[src/rtl/mips_pkg.sv]
// Shared MIPS core definitions: branch codes, control-bit layout and EX/MEM squash FSM encoding.
package mips_pkg;

    localparam int unsigned BR_W   = 3;
    localparam int unsigned CTRL_W = 4;

    localparam int unsigned CTRL_REG_WRITE  = 3;
    localparam int unsigned CTRL_MEM_TO_REG = 2;
    localparam int unsigned CTRL_MEM_READ   = 1;
    localparam int unsigned CTRL_MEM_WRITE  = 0;

    typedef enum logic [BR_W-1:0] {
        BR_NONE   = 3'b000,
        BR_BEQ    = 3'b001,
        BR_BNE    = 3'b010,
        BR_BLEZ   = 3'b011,
        BR_BGTZ   = 3'b100,
        BR_ALWAYS = 3'b101
    } br_type_e;

    typedef struct packed {
        logic reg_write;
        logic mem_to_reg;
        logic mem_read;
        logic mem_write;
    } ctrl_t;

    typedef enum logic {
        ST_RUN    = 1'b0,
        ST_SQUASH = 1'b1
    } state_e;

endpackage

[src/rtl/ex_mem_stage_if.sv]
// EX/MEM stage bus: ID/EX-side inputs and EX/MEM pipeline-register outputs.
interface ex_mem_stage_if
    import mips_pkg::*;
#(
    parameter int unsigned W        = 32,
    parameter int unsigned REG_ADDR = 5
) ();
    logic                i_valid;
    logic                o_ready;
    logic                i_mem_stall;
    logic [W-1:0]        i_alu_result;
    logic                i_zero;
    logic                i_neg;
    logic [BR_W-1:0]     i_branch_type;
    logic [W-1:0]        i_pc_plus4;
    logic [W-1:0]        i_imm;
    logic [W-1:0]        i_store_data;
    logic [REG_ADDR-1:0] i_rd;
    ctrl_t               i_ctrl;

    logic                o_valid;
    logic [W-1:0]        o_alu_result;
    logic [W-1:0]        o_store_data;
    logic [REG_ADDR-1:0] o_rd;
    ctrl_t               o_ctrl;
    logic                o_pc_src;
    logic [W-1:0]        o_branch_target;
    logic                o_flush;

    modport slave (
        input  i_valid, i_mem_stall, i_alu_result, i_zero, i_neg, i_branch_type,
               i_pc_plus4, i_imm, i_store_data, i_rd, i_ctrl,
        output o_ready, o_valid, o_alu_result, o_store_data, o_rd, o_ctrl,
               o_pc_src, o_branch_target, o_flush
    );

    modport master (
        output i_valid, i_mem_stall, i_alu_result, i_zero, i_neg, i_branch_type,
               i_pc_plus4, i_imm, i_store_data, i_rd, i_ctrl,
        input  o_ready, o_valid, o_alu_result, o_store_data, o_rd, o_ctrl,
               o_pc_src, o_branch_target, o_flush
    );
endinterface

[src/rtl/ex_mem_stage_branch_unit.sv]
// Combinational branch resolution from ALU flags plus PC-relative target (wraps mod 2^W).
module branch_unit
    import mips_pkg::*;
#(
    parameter int unsigned W = 32
) (
    input  logic [BR_W-1:0] i_branch_type,
    input  logic            i_zero,
    input  logic            i_neg,
    input  logic [W-1:0]    i_pc_plus4,
    input  logic [W-1:0]    i_imm,
    output logic            taken,
    output logic [W-1:0]    target
);

    always_comb begin
        taken = 1'b0;
        case (i_branch_type)
            BR_BEQ:    taken = i_zero;
            BR_BNE:    taken = ~i_zero;
            BR_BLEZ:   taken = i_neg | i_zero;
            BR_BGTZ:   taken = ~i_neg & ~i_zero;
            BR_ALWAYS: taken = 1'b1;
            default:   taken = 1'b0;
        endcase
    end

    assign target = i_pc_plus4 + (i_imm << 2);

endmodule

[src/rtl/ex_mem_stage.sv]
// EX/MEM pipeline register with branch redirect and one-instruction squash.
// Optional perf counters enabled by defining EX_MEM_PERF_EN.
module ex_mem_stage
    import mips_pkg::*;
#(
    parameter int unsigned W        = 32,
    parameter int unsigned REG_ADDR = 5
) (
    input  logic        clk,
    input  logic        rst_n,
    ex_mem_stage_if.slave bus
`ifdef EX_MEM_PERF_EN
    ,
    output logic [31:0] o_retired_cnt,
    output logic [31:0] o_squashed_cnt
`endif
);

    localparam int unsigned CNT_W = 32;

    state_e              state_q, state_d;
    logic                valid_q, valid_d;
    ctrl_t               ctrl_q, ctrl_d;
    logic [W-1:0]        alu_q, alu_d;
    logic [W-1:0]        store_q, store_d;
    logic [REG_ADDR-1:0] rd_q, rd_d;
    logic                pc_src_q, pc_src_d;
    logic [W-1:0]        target_q, target_d;

    logic                load;
    logic                accept;
    logic                taken;
    logic [W-1:0]        target;

    branch_unit #(.W(W)) u_branch_unit (
        .i_branch_type (bus.i_branch_type),
        .i_zero        (bus.i_zero),
        .i_neg         (bus.i_neg),
        .i_pc_plus4    (bus.i_pc_plus4),
        .i_imm         (bus.i_imm),
        .taken         (taken),
        .target        (target)
    );

    assign load   = ~bus.i_mem_stall;
    assign accept = load & bus.i_valid;

    // Next-state: stall holds everything except the redirect pulse, which always self-clears.
    always_comb begin
        state_d  = state_q;
        valid_d  = valid_q;
        ctrl_d   = ctrl_q;
        alu_d    = alu_q;
        store_d  = store_q;
        rd_d     = rd_q;
        target_d = target_q;
        pc_src_d = 1'b0;

        if (load) begin
            valid_d = 1'b0;
            ctrl_d  = '0;
            if (bus.i_valid) begin
                alu_d   = bus.i_alu_result;
                store_d = bus.i_store_data;
                rd_d    = bus.i_rd;
                case (state_q)
                    ST_SQUASH: state_d = ST_RUN;
                    default: begin
                        valid_d = 1'b1;
                        ctrl_d  = bus.i_ctrl;
                        if (taken) begin
                            pc_src_d = 1'b1;
                            target_d = target;
                            state_d  = ST_SQUASH;
                        end
                    end
                endcase
            end
        end
    end

    always_ff @(posedge clk or negedge rst_n) begin
        if (!rst_n) begin
            state_q  <= ST_RUN;
            valid_q  <= 1'b0;
            ctrl_q   <= '0;
            alu_q    <= '0;
            store_q  <= '0;
            rd_q     <= '0;
            pc_src_q <= 1'b0;
            target_q <= '0;
        end else begin
            state_q  <= state_d;
            valid_q  <= valid_d;
            ctrl_q   <= ctrl_d;
            alu_q    <= alu_d;
            store_q  <= store_d;
            rd_q     <= rd_d;
            pc_src_q <= pc_src_d;
            target_q <= target_d;
        end
    end

    assign bus.o_ready         = ~bus.i_mem_stall;
    assign bus.o_valid         = valid_q;
    assign bus.o_ctrl          = ctrl_q;
    assign bus.o_alu_result    = alu_q;
    assign bus.o_store_data    = store_q;
    assign bus.o_rd            = rd_q;
    assign bus.o_pc_src        = pc_src_q;
    assign bus.o_flush         = pc_src_q;
    assign bus.o_branch_target = target_q;

`ifdef EX_MEM_PERF_EN
    logic [CNT_W-1:0] retired_q, retired_d;
    logic [CNT_W-1:0] squashed_q, squashed_d;

    // Retired counts committed valid instructions; squashed counts killed ones.
    always_comb begin
        retired_d  = retired_q;
        squashed_d = squashed_q;
        if (accept) begin
            if (state_q == ST_SQUASH) squashed_d = squashed_q + CNT_W'(1);
            else                      retired_d  = retired_q + CNT_W'(1);
        end
    end

    always_ff @(posedge clk or negedge rst_n) begin
        if (!rst_n) begin
            retired_q  <= '0;
            squashed_q <= '0;
        end else begin
            retired_q  <= retired_d;
            squashed_q <= squashed_d;
        end
    end

    assign o_retired_cnt  = retired_q;
    assign o_squashed_cnt = squashed_q;
`else
    logic unused_accept;
    assign unused_accept = accept;
`endif

endmodule

[src/flat_wrapper.sv]
// flat-port wrapper written by rule: the top's interface ports become plain ports
module ex_mem_stage_flat import mips_pkg::*;
#(
    parameter int unsigned W        = 32,
    parameter int unsigned REG_ADDR = 5
)
  (clk, rst_n, bus_i_valid, bus_i_mem_stall, bus_i_alu_result, bus_i_zero, bus_i_neg, bus_i_branch_type, bus_i_pc_plus4, bus_i_imm, bus_i_store_data, bus_i_rd, bus_i_ctrl, bus_o_ready, bus_o_valid, bus_o_alu_result, bus_o_store_data, bus_o_rd, bus_o_ctrl, bus_o_pc_src, bus_o_branch_target, bus_o_flush);
  ex_mem_stage_if #(.W(W), .REG_ADDR(REG_ADDR)) bus_i ();
  input  logic clk;
  input  logic rst_n;
  input wire logic [$bits(bus_i.i_valid)-1:0] bus_i_valid;
  input wire logic [$bits(bus_i.i_mem_stall)-1:0] bus_i_mem_stall;
  input wire logic [$bits(bus_i.i_alu_result)-1:0] bus_i_alu_result;
  input wire logic [$bits(bus_i.i_zero)-1:0] bus_i_zero;
  input wire logic [$bits(bus_i.i_neg)-1:0] bus_i_neg;
  input wire logic [$bits(bus_i.i_branch_type)-1:0] bus_i_branch_type;
  input wire logic [$bits(bus_i.i_pc_plus4)-1:0] bus_i_pc_plus4;
  input wire logic [$bits(bus_i.i_imm)-1:0] bus_i_imm;
  input wire logic [$bits(bus_i.i_store_data)-1:0] bus_i_store_data;
  input wire logic [$bits(bus_i.i_rd)-1:0] bus_i_rd;
  input wire logic [$bits(bus_i.i_ctrl)-1:0] bus_i_ctrl;
  output wire logic [$bits(bus_i.o_ready)-1:0] bus_o_ready;
  output wire logic [$bits(bus_i.o_valid)-1:0] bus_o_valid;
  output wire logic [$bits(bus_i.o_alu_result)-1:0] bus_o_alu_result;
  output wire logic [$bits(bus_i.o_store_data)-1:0] bus_o_store_data;
  output wire logic [$bits(bus_i.o_rd)-1:0] bus_o_rd;
  output wire logic [$bits(bus_i.o_ctrl)-1:0] bus_o_ctrl;
  output wire logic [$bits(bus_i.o_pc_src)-1:0] bus_o_pc_src;
  output wire logic [$bits(bus_i.o_branch_target)-1:0] bus_o_branch_target;
  output wire logic [$bits(bus_i.o_flush)-1:0] bus_o_flush;
  assign bus_i.i_valid = bus_i_valid;
  assign bus_i.i_mem_stall = bus_i_mem_stall;
  assign bus_i.i_alu_result = bus_i_alu_result;
  assign bus_i.i_zero = bus_i_zero;
  assign bus_i.i_neg = bus_i_neg;
  assign bus_i.i_branch_type = bus_i_branch_type;
  assign bus_i.i_pc_plus4 = bus_i_pc_plus4;
  assign bus_i.i_imm = bus_i_imm;
  assign bus_i.i_store_data = bus_i_store_data;
  assign bus_i.i_rd = bus_i_rd;
  assign bus_i.i_ctrl = bus_i_ctrl;
  assign bus_o_ready = bus_i.o_ready;
  assign bus_o_valid = bus_i.o_valid;
  assign bus_o_alu_result = bus_i.o_alu_result;
  assign bus_o_store_data = bus_i.o_store_data;
  assign bus_o_rd = bus_i.o_rd;
  assign bus_o_ctrl = bus_i.o_ctrl;
  assign bus_o_pc_src = bus_i.o_pc_src;
  assign bus_o_branch_target = bus_i.o_branch_target;
  assign bus_o_flush = bus_i.o_flush;
  ex_mem_stage #(.W(W), .REG_ADDR(REG_ADDR)) u_core (.clk(clk), .rst_n(rst_n), .bus(bus_i));
endmodule
[config.mk]
export PLATFORM = sky130hd
export DESIGN_NAME = ex_mem_stage_flat
export DESIGN_NICKNAME = d
export VERILOG_FILES = /design/src/rtl/mips_pkg.sv /design/src/rtl/ex_mem_stage_if.sv /design/src/rtl/ex_mem_stage_branch_unit.sv /design/src/rtl/ex_mem_stage.sv /design/src/flat_wrapper.sv
export SDC_FILE = /design/constraint.sdc
export NUM_CORES = 1
export LEC_CHECK = 0
export CELL_PAD_IN_SITES_DETAIL_PLACEMENT = 0
export CELL_PAD_IN_SITES_GLOBAL_PLACEMENT = 1
export CORE_MARGIN = 3
export CORE_UTILIZATION = 34
export DETAILED_ROUTE_END_ITERATION = 12
export PLACE_DENSITY_LB_ADDON = 0.1
export SETUP_SLACK_MARGIN = 0.1
export SYNTH_ARGS = -nofsm -noshare
export SYNTH_HDL_FRONTEND = slang
export SYNTH_HIERARCHICAL = 1
export SYNTH_SLANG_ARGS = --single-unit
[constraint.sdc]
create_clock -name clk -period 2.05 [get_ports clk]
set_input_delay 0.205 -clock clk [delete_from_list [all_inputs] [get_ports clk]]
set_output_delay 0.205 -clock clk [all_outputs]
set_load 0.005 [all_outputs]
==> impl_metrics.json <==
{
  "setup_ws_ps": 29.43,
  "start_kind": "input port",
  "hpwl_um": 13130,
  "cap_viol_max_count": 0,
  "ys_seq_elements": 108,
  "hold_viol_final": 0,
  "die_x_um": 135.1,
  "antenna_found_initial": 1,
  "synth_area_um2": 5670,
  "hold_depth": 3,
  "drc_errors": 0,
  "syn-num-nets": 642,
  "outcome": "complete, no violations",
  "cts-buffers-inserted": 9,
  "num_io_pins": 255,
  "critical_path.max_stage_delay_ps": 330,
  "min_path_type": "input port to flip-flop",
  "post-route-util_pct": 62.52,
  "p_comb_share_pct": 39.4,
  "worst_r2r_endpoint": "u_core/bus.o_branch_target[2]",
  "grt_pass1_wl_um": 26830,
  "worst_setup_path_end_kind": "flip-flop",
  "final_nets": 988,
  "grt_pass1_vias": 5155,
  "clk_pin_slew_ps": 70,
  "critical-path-top-delay-family": "compound AO/OA/AOI/OAI gates",
  "rrSetupSlack_ps": 490,
  "grt.total_usage_pct": 18.41,
  "dieArea_um2": 18260,
  "synth_cell_types": 51,
  "switching_share_pct": 28.21,
  "drive_gt1_share_pct": 36.11,
  "clk_latency_ps": 360,
  "io_buffers": 252,
  "async_flop_share_pct": 100.0,
  "cts_tree": "yes",
  "final_cell_mix": "203 x clkdlybuf4s50_1, 108 x dfrtp_1, 94 x buf_4",
  "synth.area.top_cells": "dfrtp_1 48%, mux2_2 14%, ha_1 6.4%",
  "start_util_pct": 35.19,
  "clkSinkCount": 108,
  "power_density_nw_per_um2": 767.5,
  "rows": 46,
  "finalMaxSlewViolations": 0,
  "synth_top_area_share_pct": 47.66,
  "crit_top_cell": "a31o_4",
  "path_cells": "buf_8, ha_4, a211oi_4, o21ai_2, a31o_4, a31o_4, a221oi_4, o31ai_2, xor2_1, mux2_4",
  "p_clk_share_pct": 22.7,
  "setup_viol": 0,
  "ff2ff_path_depth": 4,
  "p_switching_w": 0.002181,
  "yosysWarnings": 6,
  "die_h_um": 135.1,
  "wire_per_inst_um": 16.98,
  "grt_max_degree": 54,
  "ir_drop_v": 0.0003781,
  "skew_ps": 9.934,
  "worst_pin_slew_ps": 733.9,
  "syn2layout_area_growth_pct": 77.67,
  "placed_cells": 990,
  "syn_inst": 466,
  "final_cells": 1034,
  "power_frac_seq_pct": 37.8,
  "fin_tns_setup_ps": 0,
  "avgViaCountPerCell": 4.747,
  "crit_buf_inv": 1,
  "final_common_cell": "clkdlybuf4s50_1",
  "gr-total-overflow": 0,
  "gp_congestion": 0.8076,
  "cp.required_ps": 2280,
  "hold_end": "u_core/bus.o_branch_target[2]",
  "cp.arrival_ps": 2250,
  "cts-root-buf": "clkbuf_16",
  "synth_top_area_cell": "dfrtp_1",
  "regToRegStartpoint": "u_core/state_q",
  "rsz0062_at_grt": "yes",
  "cts_max_level": 3,
  "drt_first_iter_violations": 143,
  "fmax_mhz": 494.9,
  "synth-edff-count": 0,
  "slew_headroom_pct": 51.07,
  "power.leakage_nw": 4.300,
  "avgSynthCellArea_um2": 12.17,
  "cts_buffer_depth": 2,
  "synthFlopType": "dfrtp_1",
  "slowest_stage": "a221oi_4",
  "core_um2": 16120,
  "synth_seq_area_share_pct": 47.66,
  "place_ws_ps": -799.1,
  "p_int_w": 0.005551,
  "via_count": 4908,
  "worstSetupPathType": "input port to flip-flop",
  "path_max_fanout": 3,
  "finalCritPeriodShare_pct": 98.56,
  "drt-total-wl_um": 17560,
  "min_period_ps": 2021,
  "drtAntennaViolNets": 0,
  "first_pass_iters": 4,
  "power.total_w": 0.007732,
  "min_from": "bus_i_imm[0]"
}
-- metrics by stage --
| step | hold WS, ps | instance area [um^2] |
|---|---|---|
| 2_1_floorplan | -90.59 | 5913 |
| 3_5_place_dp | 310.1 | 9200 |
| 6_report | 206.6 | 10070 |
| 4_1_cts | 187.7 | 9833 |
| 3_3_place_gp | 302.9 | 9200 |
| 5_1_grt | 189.6 | 10070 |
-- power by group through the flow --
stage / logic (W) / clock network, W / registers [W]
after global placement: 0.00284 / 0 / 0.00293
after CTS: 0.00299 / 0.00183 / 0.00293
after detailed placement: 0.00287 / 0 / 0.00297
after global routing: 0.00328 / 0.00193 / 0.00299
final: 0.00305 / 0.00176 / 0.00292
after floorplan: 0.000998 / 0 / 0.00297
-- synth_stat cells (all sizes together), types with 6 or more instances --
| cell type | n |
|---|---|
| dfrtp | 108 |
| xor2 | 10 |
| inv | 13 |
| o21ai | 20 |
| a21o | 7 |
| nand2 | 24 |
| xnor2 | 18 |
| o21bai | 6 |
| nand4 | 8 |
| ha | 29 |
| buf | 16 |
| a21oi | 34 |
| clkbuf | 8 |
| mux2 | 101 |
| nand2b | 6 |
| nor2 | 13 |
-- worst register-to-register path, stage by stage, from the launching register on --
cell       delay, ps
dfrtp_1          420
nor4bb_4         320
buf_6            190
clkbuf_16        170
mux2_2           340
-- routing by layer --
layer / global-route usage (%) / vias to the layer above / wire length (um)
li1: - / 2374 / -
met2: 31.61 / 150 / 8890
met4: 5.095 / 0 / 268
met5: 0 / - / 0
met3: 5.163 / 17 / 1125
met1: 22.75 / 2367 / 7272
-- repair_timing --
| action | CTS | global route |
|---|---|---|
| pin swaps | 50 | 34 |
| hold endpoints to repair | 50 | 0 |
| setup endpoints to repair | 32 | 32 |
| hold buffers | 1 | 0 |
| gates resized for setup | 122 | 50 |
| cloned | 0 | 3 |
| setup buffers | 14 | 9 |
-- cells by family (layout without fill, tap and decap cells) --
kind of cell | after synthesis | in the layout | share of synthesized area (%)
AO/OA/AOI/OAI | 94 | 94 | 11.58
XOR/XNOR | 28 | 28 | 4.325
adder cells (fa/ha/maj) | 30 | 30 | 6.752
buffers and inverters | 37 | 388 | 3.707
flip-flops | 108 | 108 | 47.66
multiplexers | 101 | 101 | 20.06
other | 0 | 1 | 0
AND/OR/NAND/NOR | 68 | 68 | 5.914
-- flip-flops by register name (all words and copies together) (netlist names) --
| name | count |
|---|---|
| u_core/state_q | 1 |
| u_core/bus.o_store_data | 32 |
| u_core/bus.o_valid | 1 |
| u_core/bus.o_ctrl | 4 |
| u_core/bus.o_rd | 5 |
| u_core/bus.o_branch_target | 32 |
| u_core/bus.o_alu_result | 32 |
| u_core/bus.o_flush | 1 |
-- how the worst max path moves through the flow --
stage,start,endpoint,slack [ps],cells past startpoint
3_5_place_dp,bus_i_imm[0],u_core/bus.o_branch_target[28],-800,12
5_1_grt,bus_i_imm[1],u_core/bus.o_branch_target[29],-10,10
2_1_floorplan,bus_i_pc_plus4[4],u_core/bus.o_branch_target[25],-100,9
6_report,bus_i_imm[1],u_core/bus.o_branch_target[29],30,10
3_3_place_gp,bus_i_imm[0],u_core/bus.o_branch_target[28],-730,12
4_1_cts,bus_i_imm[1],u_core/bus.o_branch_target[29],20,10
-- layout make-up --
cell class | count | area, um^2
Multi-Input combinational cell | 321 | 3344
Timing Repair Buffer | 359 | 3403
Fill cell | 1290 | 6041
Sequential cell | 108 | 2703
Inverter | 13 | 48.80
Clock inverter | 6 | 63.81
Clock buffer | 10 | 239.0
Antenna cell | 1 | 2.502
Tap cell | 216 | 270.3
(Power assumes the default switching activity.)
==> variant 1: new RTL, same flow settings <==
Take the reset off `rd_q` and load it in a clocked block of its own.
--- a/src/rtl/ex_mem_stage.sv
+++ b/src/rtl/ex_mem_stage.sv
@@ -88,3 +88,2 @@
             store_q  <= '0;
-            rd_q     <= '0;
             pc_src_q <= 1'b0;
@@ -97,3 +96,2 @@
             store_q  <= store_d;
-            rd_q     <= rd_d;
             pc_src_q <= pc_src_d;
@@ -101,2 +99,6 @@
         end
+    end
+
+    always_ff @(posedge clk) begin
+        rd_q <= rd_d;
     end
Behaviour: not the same (a bounded check fails within 4 cycles, from zero or initial values and one cycle with rst_n low).
==> variant 1 against the unedited design <==
Non-clock buffer count shrank 7; final area shrank 0.21%; power grew 0.15%; via count shrank 0.33%; routed wire length grew 1.7%; worst setup slack lost 0.0024 ns; critical path depth is the same; sequential cell count is the same; synthesized area shrank 0.73%.
==> variant 1: results (changes against the unedited design) <==
** Cells and area
- The count of antenna diodes in the layout is 0 (was 1).
- The share of final-layout standard cells stronger than drive strength 1 came to 36.27% (was 36.11%).

** Yosys
- The fraction of the yosys area taken by sequential cells came to 48.46% (was 47.66%).
- The synthesized netlist net count is 636 (was 642).
- Dominant cells by area after synthesis :: sky130_fd_sc_hd__dfrtp_1 (46%), sky130_fd_sc_hd__mux2_2 (14%), sky130_fd_sc_hd__ha_1 (6.4%), sky130_fd_sc_hd__mux2_1 (5.6%), sky130_fd_sc_hd__a21oi_1 (2.9%) (was sky130_fd_sc_hd__dfrtp_1 (48%), sky130_fd_sc_hd__mux2_2 (14%), sky130_fd_sc_hd__ha_1 (6.4%), sky130_fd_sc_hd__mux2_1 (5.6%), sky130_fd_sc_hd__a21oi_1 (2.9%))
- The cell count after synthesis was 460 (was 466).
- The share of flip-flops with an asynchronous set or reset after synthesis came to 95.37% (was 100.0%).
- Count of unique library cells instantiated by Yosys :: 52 (was 51)

** Pwr
- The power per unit of standard cell area was 770.3 nW/um^2 (was 767.5 nW/um^2).
- The maximum resistive drop on vdd was 386.2 uV (was 378.1 uV).
- The leakage power of the design came to 4.270 nW (was 4.300 nW).
- The portion of total power attributed to the clock network was 22.3% (was 22.7%).

** Drt
- The detail-routed via count per cell was 4.791 (was 4.747).
- Final routed wire length divided by cell count :: 17.48 um (was 16.98 um)
- DRC marker count from the first detailed-route iteration :: 133 (was 143)

** GRT
- Pin count of the biggest net entering global routing :: 47 (was 54)
- The initial antenna violation count came to 0 (was 1).
- The via count of the first global-routing pass was 5171 (was 5155).

** Timing
- Slew at the pin with the worst max-slew slack :: 0.4399 ns (was 0.7339 ns)
- The worst clock skew was 0.005008 ns (was 0.009934 ns).

** Critical path
- Reg2reg setup slack :: 0.54 ns (was 0.49 ns)
- Highest net fanout along the worst path :: 4 (was 3)
- The endpoint of the worst-slack reg-to-reg timing path was u_core/bus.o_branch_target[0]$_DFFE_PN0P_ (was u_core/bus.o_branch_target[2]$_DFFE_PN0P_).

** Place
- The pre-CTS setup slack came to -0.8014 ns (was -0.7991 ns).
- The sum of net half-perimeters after detailed placement came to 13.41 mm (was 13.13 mm).

** Outcome
- Result of the run :: completed (unchanged)

** CTS
- The post-cts repair resize count came to 124 (was 122).
- The count of buffers added by post-CTS timing repair for setup came to 16 (was 14).
[variant 1: cell families (layout without fill, tap and decap cells)]
logic type	Yosys count	count (layout)	synth area share (%)
AOI/OAI and AO/OA	94	94	11.67
xor gates and xnor gates	28	28	4.356
adders and majority gates	30	30	6.802
buffers and inverters	36	381	3.556
DFF	108	108	48.46
muxes	96	96	19.20
and+or+nand+nor	68	68	5.957
[variant 1: worst max-delay path by stage]
stage                           start                                         end  slack (ns)  cells past startpoint
floorplan           bus_i_pc_plus4[4]  u_core/bus.o_branch_target[25]$_DFFE_PN0P_       -0.10                      9
global placement         bus_i_imm[0]  u_core/bus.o_branch_target[30]$_DFFE_PN0P_       -0.71                     12
detailed placement       bus_i_imm[0]  u_core/bus.o_branch_target[24]$_DFFE_PN0P_       -0.80                     12
CTS                 bus_i_pc_plus4[2]  u_core/bus.o_branch_target[30]$_DFFE_PN0P_        0.03                     12
global route        bus_i_pc_plus4[2]  u_core/bus.o_branch_target[24]$_DFFE_PN0P_       -0.06                     12
finish              bus_i_pc_plus4[8]  u_core/bus.o_branch_target[29]$_DFFE_PN0P_        0.03                     10
[variant 1: per-stage QoR]
step,util (%),cell area [sq um]
6_report,62.61,10050
5_1_grt,62.61,10050
4_1_cts,60.72,9751
3_5_place_dp,56.94,9144
3_3_place_gp,56.94,9144
2_1_floorplan,-,5872
[variant 1: final cells by class]
cell class              instances  area [sq um]
fillers                      1238          6005
clock inverters                 7         66.31
inverters                      13         48.80
well taps                     216         270.3
flip-flops and latches        108          2728
multi-input cells             316          3336
clock buffers                   9         225.2
repair buffers                352          3379
[variant 1: per-layer routing]
layer  up-vias  global-route usage [%]  wire length, um
li1       2332                       -                -
met1      2368                   23.11             7348
met2       165                   33.80             9267
met3        27                   3.279              816
met4         0                   7.296              417
met5         -                       0                0
==> variant 2: new RTL, same settings <==
Without the edit above. `REG_ADDR` is set to 5 in 3 places; all go to 10.
--- a/src/rtl/ex_mem_stage_if.sv
+++ b/src/rtl/ex_mem_stage_if.sv
@@ -5,3 +5,3 @@
     parameter int unsigned W        = 32,
-    parameter int unsigned REG_ADDR = 5
+    parameter int unsigned REG_ADDR = 10
 ) ();
--- a/src/rtl/ex_mem_stage.sv
+++ b/src/rtl/ex_mem_stage.sv
@@ -6,3 +6,3 @@
     parameter int unsigned W        = 32,
-    parameter int unsigned REG_ADDR = 5
+    parameter int unsigned REG_ADDR = 10
 ) (
--- a/src/flat_wrapper.sv
+++ b/src/flat_wrapper.sv
@@ -4,3 +4,3 @@
     parameter int unsigned W        = 32,
-    parameter int unsigned REG_ADDR = 5
+    parameter int unsigned REG_ADDR = 10
 )
Ports: changed (resized bus_i_rd and bus_o_rd); port bits go from 255 to 265. No check against the original RTL was run, so the function may have changed too.
==> variant 2 against the unedited design <==
Power increased by 21%; core utilization increased by 0.58 points; via count increased by 3.6%; synthesized area increased by 3.5%; clock skew decreased by 0.0055 ns; die area increased by 3.3%; final area increased by 5.0%; sequential cell count increased by 5; first-iteration DRC count increased by 39%; routed wire length increased by 4.6%; global-route usage increased by 0.41 points; worst setup slack improved by 0.056 ns; highest routed layer unchanged.
==> variant 2: results (changes against the unedited design) <==
** Yosys
- List of most frequent post-synthesis cells :: sky130_fd_sc_hd__dfrtp_1 (113), sky130_fd_sc_hd__mux2_2 (78), sky130_fd_sc_hd__a21oi_1 (33) (was sky130_fd_sc_hd__dfrtp_1 (108), sky130_fd_sc_hd__mux2_2 (73), sky130_fd_sc_hd__a21oi_1 (33))
- The fraction of the yosys area taken by sequential cells was 48.19% (was 47.66%).
- The mean instance size in the synthesized netlist is 12.33 sq um (was 12.17 sq um).
- Synthesized netlist net count :: 657 (was 642)

** CTS
- The deepest level of the CTS H-tree came to 4 (was 3).
- The source-to-sink clock delay at the later pin of the worst-skew pair is 0.40 ns (was 0.36 ns).
- The number of buffers inserted during clock tree synthesis came to 17 (was 9).

** Timing
- Worst Hold Margin :: 0.1460 ns (was 0.2066 ns)
- Ratio of final minimum period to clock period :: 95.83% (was 98.56%)
- The worst clock skew was 0.004438 ns (was 0.009934 ns).

** Drt
- The number of detailed-routing iterations run before antenna repair came to 5 (was 4).
- Via Count :: 5085 (was 4908)
- The average wire per standard cell came to 17.24 um (was 16.98 um).

** Place
- The post-detailed-placement cell area is 9472 sq um (was 9200 sq um).
- Setup WS pre-CTS :: -0.7712 ns (was -0.7991 ns)
- Port Buffer Count :: 262 (was 252)
- The placer's final routability congestion estimate is 0.8373 (was 0.8076).
- Placed insts :: 1012 (was 990)

** Hold path
- Hold Path Origin :: bus_i_pc_plus4[2] (was bus_i_imm[0])

** Critical path
- The endpoint of the worst-slack reg-to-reg timing path is u_core/bus.o_branch_target[16]$_DFFE_PN0P_ (was u_core/bus.o_branch_target[2]$_DFFE_PN0P_).
- The end of the critical path is u_core/bus.o_branch_target[24]$_DFFE_PN0P_ (was u_core/bus.o_branch_target[29]$_DFFE_PN0P_).

** GRT
- Vias in the first global route :: 5269 (was 5155)
- Wire length of the first global-routing pass :: 27.63 mm (was 26.83 mm)
- The largest net degree at the start of global routing came to 57 (was 54).

** Cells and area
- The number of fillers in the final layout is 1370 (was 1290).
- Filler-free cell count of the finished design :: 1065 (was 1034)

** Outcome
- Result of the run: completed (unchanged).
==> variant 2: cell type report <==
type	instances	area share, %
Timing Repair Buffer	360	32.59
Multi-Input combinational cell	326	31.50
Sequential cell	113	26.74
Clock buffer	18	4.153
Tap cell	220	2.603
Clock inverter	14	1.929
Inverter	13	0.4615
Antenna cell	1	0.02367
==> variant 2: power by group through the flow <==
| stage | sequential [mW] | combinational (mW) | clock (mW) |
|---|---|---|---|
| CTS | 3.06 | 3.05 | 3.28 |
| floorplan | 3.09 | 1.02 | 0 |
| global placement | 3.07 | 2.91 | 0 |
| global route | 3.11 | 3.36 | 3.41 |
| detailed placement | 3.08 | 2.94 | 0 |
| finish | 3.05 | 3.11 | 3.21 |
==> variant 2: metal layers <==
metal | global-route usage, % | routed length (um) | up-vias
met2 | 32.04 | 9434 | 185
met3 | 5.588 | 1379 | 18
li1 | - | - | 2428
met5 | 0 | 0 | -
met1 | 22.56 | 7323 | 2454
met4 | 6.818 | 223 | 0
==> variant 2: cells by family (layout without fill, tap and decap cells) <==
kind of cell / Yosys count / count (layout) / share of synthesized area (%)
DFF: 113 / 113 / 48.19
adders and majority gates: 30 / 30 / 6.525
buffers and inverters: 37 / 405 / 3.859
AOI/OAI and AO/OA: 94 / 94 / 11.19
muxes: 106 / 106 / 20.34
other: 0 / 1 / 0
and+or+nand+nor: 68 / 68 / 5.715
xor gates and xnor gates: 28 / 28 / 4.179
==> variant 2: timing repair <==
action	in CTS	in global routing
hold buffers	1	0
setup buffers	12	4
setup endpoints to repair	21	31
gates cloned	0	3
gates resized for setup	113	58
pin swaps	46	37
hold endpoints to repair	29	0
